$ cat config.mk
export PLATFORM = sky130hd
export DESIGN_NAME = kpm_lfsr16
export DESIGN_NICKNAME = d
export VERILOG_FILES = /design/src/rtl/keypad_pkg.sv /design/src/rtl/keypad_matrix_model_lfsr16.sv
export SDC_FILE = /design/constraint.sdc
export NUM_CORES = 1
export LEC_CHECK = 0
export CORE_MARGIN = 2
export CORE_UTILIZATION = 44
export CTS_CLUSTER_DIAMETER = 100
export CTS_CLUSTER_SIZE = 20
export DETAILED_ROUTE_END_ITERATION = 10
export PLACE_DENSITY = 0.79
export SYNTH_ARGS = -nofsm -noshare
export SYNTH_HDL_FRONTEND = slang
export SYNTH_SLANG_ARGS = --single-unit
$ cat constraint.sdc
create_clock -name clk -period 1.46 [get_ports clk]
set_clock_uncertainty 0.15 [all_clocks]
set_input_delay 0.146 -clock clk [delete_from_list [all_inputs] [get_ports clk]]
set_output_delay 0.146 -clock clk [all_outputs]
set_load 0.01 [all_outputs]
$ cat src/rtl/keypad_pkg.sv
// keypad_pkg: shared key-code table, FSM encoding and LFSR taps for the keypad model and scanner.
package keypad_pkg;
    typedef enum logic [1:0] {IDLE, BOUNCE, SETTLE} state_t;
    localparam logic [15:0] LFSR_MASK = 16'hB400;
    // {row[1:0], col[1:0]}, zero-based, indexed by key code
    localparam logic [3:0] KEY_POS [16] = '{
        4'hC, 4'h0, 4'h1, 4'h2, 4'h4, 4'h5, 4'h6, 4'h8,
        4'h9, 4'hA, 4'h3, 4'h7, 4'hB, 4'hF, 4'hE, 4'hD
    };
endpackage

$ cat src/rtl/keypad_matrix_model_lfsr16.sv
// kpm_lfsr16: 16-bit Galois LFSR that supplies contact chatter while enabled.
module kpm_lfsr16
    import keypad_pkg::*;
#(
    parameter logic [15:0] SEED = 16'hACE1
) (
    input  logic        clk,
    input  logic        rst_n,
    input  logic        en_i,
    output logic [15:0] state_o
);
    logic [15:0] lfsr_q;
    always_ff @(posedge clk or negedge rst_n) begin
        if (!rst_n)
            lfsr_q <= SEED;
        else if (en_i)
            lfsr_q <= {1'b0, lfsr_q[15:1]} ^ (lfsr_q[0] ? LFSR_MASK : 16'h0000);
    end
    assign state_o = lfsr_q;
endmodule

### Word level (Yosys, flattened, before mapping)

Cells that the tools add are included.

| word-level totals | value |
|---|---|
| output and inout bits | 16 |
| bits of input ports | 3 |
| word-level logic and storage cells | 3 |
| bits in registers | 16 |

| operators by class | value |
|---|---|
| mux-type cells | 1 |
| bitwise gates (word level) | 1 |

Operator list:

| kind | count |
|---|---|
| 16-bit two-way mux | 1 |
| 15-bit by 16-bit XOR with 16-bit output | 1 |

### Depth between registers and ports, before layout

Gate-level depths: netlist of the first run.

| logic depth | value |
|---|---|
| depth in word-level cells | 2 |
| depth in mapped cells | 4 |
| gate-level depth less buffers | 2 |

### Least setup slack after synthesis of the first run

OpenSTA, ideal clock, no wires.

| timing | value |
|---|---|
| path type | flip-flop to flip-flop |
| from | reg lfsr_q[0], in the netlist state_o[0] |
| to | reg lfsr_q[12], in the netlist state_o[12] |
| setup slack | 407 ps |
| buffers on the path | 0 |
| data arrival time | 780 ps |
| library setup time | 123 ps |
| required time | 1187 ps |
| period minus slack after synthesis | 1053 ps |
| stages on the path, launching flop included | 3 |
| cell sequence | dfstp_2 -> xnor2_1 -> a21oi_1 |

| on the way | value |
|---|---|
| longest elaborated chain between the ends | 2 |

RTL lines:

| element | line | text |
|---|---|---|
| from (decl) | keypad_matrix_model_lfsr16.sv:12 | `logic [15:0] lfsr_q;` |
| from (signal assigned) | keypad_matrix_model_lfsr16.sv:17 | `lfsr_q <= {1'b0, lfsr_q[15:1]} ^ (lfsr_q[0] ? LFSR_MASK : 16'h0000);` |
| 16-bit two-way mux | keypad_matrix_model_lfsr16.sv:17 |  |
| 15-bit by 16-bit XOR with 16-bit output | keypad_matrix_model_lfsr16.sv:17 |  |

No other way between the ends.
A chain may end at the register's enable or synchronous reset.

### Worst setup path after layout of the first run

| timing | value |
|---|---|
| from | reg lfsr_q[11], in the netlist state_o[11] |
| to | out state_o[11] |

RTL lines:

| element | line | text |
|---|---|---|
| to (decl) | keypad_matrix_model_lfsr16.sv:10 | `output logic [15:0] state_o` |

No word-level cell between the ends.

==> metrics.cfg, run 1 <==
[die]
num_rows = 13
chipHeight_um = 42.6
core_sq_um = 1350
io_pins = 19
initial_core_util = 0.486
dieWidth_um = 42.6
die-area_sq_um = 1810

[sta]
fin_hold_ws_ns = 0.0271
worstMarginPinSlew_ns = 0.202
final-hold-violation-count = 0
setup_viol = 0
fin_crit_ns = 1.41
slew-limit-headroom = 0.865
setup_tns_ns = 0
rsz0062_at_grt = false
min_period_over_period = 0.965
drv_slew = 0
max_freq_mhz = 710

[final_layout]
antenna_cells = 0
nNetsFinal = 67
area_delta_synth_final_pct = 33.4
drive_gt1_frac = 0.444
register_area_sq_um = 410
design_area_sq_um = 875
largest_register_ff_count = 16
stdcell_count = 78
num-fill-cells = 110
multi_input_area_sq_um = 214

[yosys]
yosys-top-cells-count = 9 x mux2_2, 8 x dfrtp_1, 8 x dfstp_2
yosysWarningCount = 0
synth_cells = 40
yosysTopAreaCell = dfstp_2
synth-xor-area-share = 0.0401
ys.flop_type = dfstp_2
synthTopCellsByArea = dfstp_2 32%, dfrtp_1 31%, mux2_2 15%
synth-edff-count = 0
synthMuxAreaShare = 0.246
syn_area_sq_um = 656
avgSynthCellArea_sq_um = 16.4
synth_most_common_cell = mux2_2
synth_top_area_share = 0.321
synth_top_family_by_area = multiplexers
synthAdderAreaFrac = 0
async_flop_share = 1.00
synth.distinct_cells = 9
synth-compound-area-share = 0.0229
yosys.area_share.simple = 0.0172
yosysSeqAreaShare = 0.626
syn_nets = 43
synth-seq-cells = 16

[clocking]
cts.path.max_buffers = 2
h-tree-depth = 1
post_cts_buffers = 0
cts_hold_buf = 0
cts.reportedPaths.clkPinSlew_ns = 0.09
clock_sinks = 16
cts_tree = yes
cts_made_buffers = 3
ctsResizeCount = 16
clk_latency_ns = 0.28
cts_root_buf = clkbuf_4

[min_path]
min_path_type = primary input to asynchronous set/reset pin

[worst_setup_path]
critPathBufInv = 1
path_class = flop to output port
crit_path_cell_trace = dlygate4sd2_1
worstPathMaxFanout = 3
start_kind = flop
cp_slowest_stage_delay_ns = 0.56
crit_family = flip-flops
crit_slowest_cell = dfstp_2
cp.required_ns = 1.16
critPathCaptureType = output port
crit_arrival_ns = 1.11

[power_and_ir_drop]
swShare = 0.306
power.share.clock = 0.144
pwr-share-seq = 0.458
powerDensity_nw_per_um2 = 2260
switchingPower_mw = 0.607
comb_power_share = 0.398
peakVddDrop_v = 0.00115
power_mw = 1.98
p_int_mw = 1.37
p_leak_nw = 0.379

[drt]
vias = 388
initialDrtViolationCount = 6
postRouteAntennaNets = 0
routedWlPerCell_um = 12.9
drc = 0
wirelength_um = 1010
vias_per_cell = 4.97
first_pass_iters = 3

[global_routing]
grt_pass1_vias = 398
grt_start_max_net_pins = 20
antenna_found_initial = 0
grt_use_total = 0.133
grt_overflow = 0
grt_pass1_wl_um = 1800

[placed_design]
place_congestion = 0.658
hpwl_um = 703
place_area_sq_um = 858
dp.cells = 74
portBuffers = 18

[job]
cap_violations = 0

[run_status]
run_status = completed

-- kinds of logic (layout without fill, tap and decap cells) --
group                     after synthesis  in the layout
DFF                                    16             16
AOI/OAI and AO/OA                       3              3
muxes                                  13             13
and+or+nand+nor                         3              3
buffers and inverters                   2             25
xor gates and xnor gates                3              3
-- per-layer routing --
metal,vias up,track usage,share of wire
li1,182,-,-
met1,187,0.184,0.49
met2,15,0.191,0.42
met3,4,0.0431,0.069
met4,0,0.0563,0.018
met5,-,0,0
-- per-stage QoR --
step	util	setup slack, ns
after floorplan	-	0.407
after CTS	0.648	0.0341
after global routing	0.648	0.00116
after detailed placement	0.636	0.0200
after global placement	0.636	0.0292
final	0.648	0.0510
-- worst paths after layout --
| kind | cells past startpoint | start | slack, ns | to |
|---|---|---|---|---|
| hold reg to reg | 2 | state_o[10] | 0.36 | state_o[10] |
| setup reg to reg | 3 | state_o[0] | 0.33 | state_o[12] |
| max in group asynchronous | 2 | rst_n | 0.89 | state_o[0] |
| hold / removal | 2 | rst_n | 0.03 | state_o[12] |
| min in group clk | 2 | state_o[10] | 0.36 | state_o[10] |
| setup / recovery | 1 | state_o[11] | 0.05 | state_o[11] |
-- layout make-up --
| type | instances | area share |
|---|---|---|
| Clock buffer | 4 | 0.0415 |
| Multi-Input combinational cell | 22 | 0.245 |
| Sequential cell | 16 | 0.469 |
| Tap cell | 15 | 0.0215 |
| Timing Repair Buffer | 21 | 0.223 |
-- cells in the final DEF, fill, tap and decap left out --
cell	Yosys	routed
dlygate4sd2_1	0	16
mux2_2	9	9
dfstp_2	8	8
dfrtp_1	8	8
mux2_4	4	4
xnor2_1	3	3
nor2_1	3	3
a21oi_1	3	3
clkbuf_4	0	3
clkdlybuf4s50_1	0	2
buf_4	0	2
clkbuf_8	0	1
buf_12	1	1
-- power groups by stage --
| stage | clock network (mW) | logic [mW] | registers, mW |
|---|---|---|---|
| finish | 0.285 | 0.788 | 0.906 |
| global route | 0.320 | 0.855 | 0.948 |
| CTS | 0.297 | 0.803 | 0.910 |
| detailed placement | 0 | 0.956 | 0.926 |
| global placement | 0 | 0.942 | 0.914 |
| floorplan | 0 | 0.320 | 1.03 |
Note: power is estimated with default switching activity, not from simulation.
==> inputs of run 2 (changes only) <==
SLEW_MARGIN = 10   (was unset)
==> results of run 2 <==
Same layout as run 1: the final DEF is identical, and so are final timing and power.
==> inputs of run 3 (changes only) <==
CORE_MARGIN = unset   (was 2)
REMOVE_ABC_BUFFERS = 1   (was unset)
==> metrics.cfg, run 3 (synthesized netlist as in run 1, its figures left out) <==
[final_layout]
drive_gt1_frac = 0.444  ; unchanged
register_area_sq_um = 410  ; unchanged
mostFrequentLayoutCells = 16 x dlygate4sd2_1, 9 x mux2_2, 8 x dfstp_2, 8 x dfrtp_1, 4 x mux2_4  ; unchanged
design_area_sq_um = 875  ; unchanged
final_util = 0.648  ; unchanged
nNetsFinal = 67  ; unchanged
final_common_cell = dlygate4sd2_1  ; unchanged
num-fill-cells = 118  ; was 110
multi_input_area_sq_um = 214  ; unchanged
stdcell_count = 78  ; unchanged
largest_register_ff_count = 16  ; unchanged
antenna_cells = 0  ; unchanged
area_delta_synth_final_pct = 33.4  ; unchanged

[power_and_ir_drop]
powerDensity_nw_per_um2 = 2260  ; about the same
p_leak_nw = 0.379  ; unchanged
peakVddDrop_v = 0.000953  ; was 0.00115 V

[sta]
drv_slew = 0  ; unchanged
min_period_over_period = 0.958  ; was 0.965
fin_crit_ns = 1.40  ; was 1.41 ns
slew-limit-headroom = 0.866  ; was 0.865
rsz0062_at_grt = false  ; unchanged
final-hold-violation-count = 0  ; unchanged
max_freq_mhz = 715  ; was 710 MHz
setup_viol = 0  ; unchanged
worstMarginPinSlew_ns = 0.201  ; was 0.202 ns
setup_tns_ns = 0  ; unchanged

[clocking]
cts_root_buf = clkbuf_4  ; unchanged
h-tree-depth = 1  ; unchanged
cts_made_buffers = 3  ; unchanged
cts.path.max_buffers = 2  ; unchanged
cts_hold_buf = 0  ; unchanged
cts.reportedPaths.clkPinSlew_ns = 0.09  ; about the same
clk_latency_ns = 0.28  ; about the same
clock_sinks = 16  ; unchanged
cts_tree = yes  ; unchanged

[worst_setup_path]
startpoint = state_o[11]  ; unchanged
r2r-start = state_o[0]  ; unchanged
cp_slowest_stage_delay_ns = 0.56  ; about the same
critPathCaptureType = output port  ; unchanged
crit_family = flip-flops  ; unchanged
cp.required_ns = 1.16  ; about the same
worstPathMaxFanout = 3  ; unchanged
crit_arrival_ns = 1.10  ; was 1.11 ns
path_class = flop to output port  ; unchanged
crit_slowest_cell = dfstp_2  ; unchanged
crit_path_cell_trace = dlygate4sd2_1  ; unchanged
start_kind = flop  ; unchanged
r2r_slack_ns = 0.33  ; about the same
critPathBufInv = 1  ; unchanged

[die]
num_rows = 13  ; unchanged
die-area_sq_um = 1650  ; was 1810 sq um
io_pins = 19  ; unchanged
core_sq_um = 1350  ; unchanged
initial_core_util = 0.486  ; unchanged
dieWidth_um = 40.6  ; was 42.6 um
chipHeight_um = 40.6  ; was 42.6 um

[drt]
drc = 0  ; unchanged
vias_per_cell = 5.03  ; was 4.97
postRouteAntennaNets = 0  ; unchanged
vias = 392  ; was 388
routedWlPerCell_um = 12.8  ; was 12.9 um
initialDrtViolationCount = 0  ; was 6
wirelength_um = 999  ; was 1010 um
first_pass_iters = 1  ; was 3

[global_routing]
grt_pass1_wl_um = 1540  ; was 1800 um
antenna_found_initial = 0  ; unchanged
grt_use_total = 0.155  ; was 0.133
grt_start_max_net_pins = 20  ; unchanged
grt_pass1_vias = 362  ; was 398
grt_overflow = 0  ; unchanged

[placed_design]
dp.cells = 74  ; unchanged
place_congestion = 0.621  ; was 0.658
place_area_sq_um = 858  ; unchanged
portBuffers = 18  ; unchanged

[job]
cap_violations = 0  ; unchanged

[run_status]
run_status = completed  ; unchanged

[min_path]
min_path_type = primary input to asynchronous set/reset pin  ; unchanged

==> run 3: final cells by class <==
cell class | count | area share
Multi-Input combinational cell | 22 | 0.245
Sequential cell | 16 | 0.469
Clock buffer | 4 | 0.0415
Timing Repair Buffer | 21 | 0.223
Tap cell | 15 | 0.0215
==> run 3: repair_timing <==
action                     CTS  global route
gates resized for setup     16             0
setup endpoints to repair   16             0
buffers inserted             0             0
==> run 3: routing by layer <==
metal,global-route usage,vias up,part of all wire
met3,0.0333,2,0.056
met2,0.250,11,0.51
met5,0,-,0
met4,0.125,0,0.015
li1,-,183,-
met1,0.173,196,0.42
==> run 3: path summary, 6_finish.rpt <==
check,endpoint,cells past startpoint
max in group asynchronous,state_o[10],2
setup reg to reg,state_o[12],3
min in group clk,state_o[10],2
hold / removal,state_o[12],2
hold reg to reg,state_o[10],2
setup / recovery,state_o[11],1
==> run 3: through the flow <==
step / setup slack (ns) / hold WS [ns] / power, mW
finish: 0.0619 / 0.0357 / 1.97
global route: 0.0114 / 0.0579 / 2.12
CTS: 0.0492 / 0.0386 / 2.01
detailed placement: 0.0165 / 0.353 / 1.87
global placement: 0.0140 / 0.335 / 1.85
floorplan: 0.407 / -0.300 / 1.33
==> run 3: power by group <==
part	total (mW)	internal (mW)	switching (mW)	leakage (nW)
Clock	0.282	0.151	0.131	0.0210
Combinational	0.789	0.477	0.312	0.184
Sequential	0.903	0.745	0.158	0.174
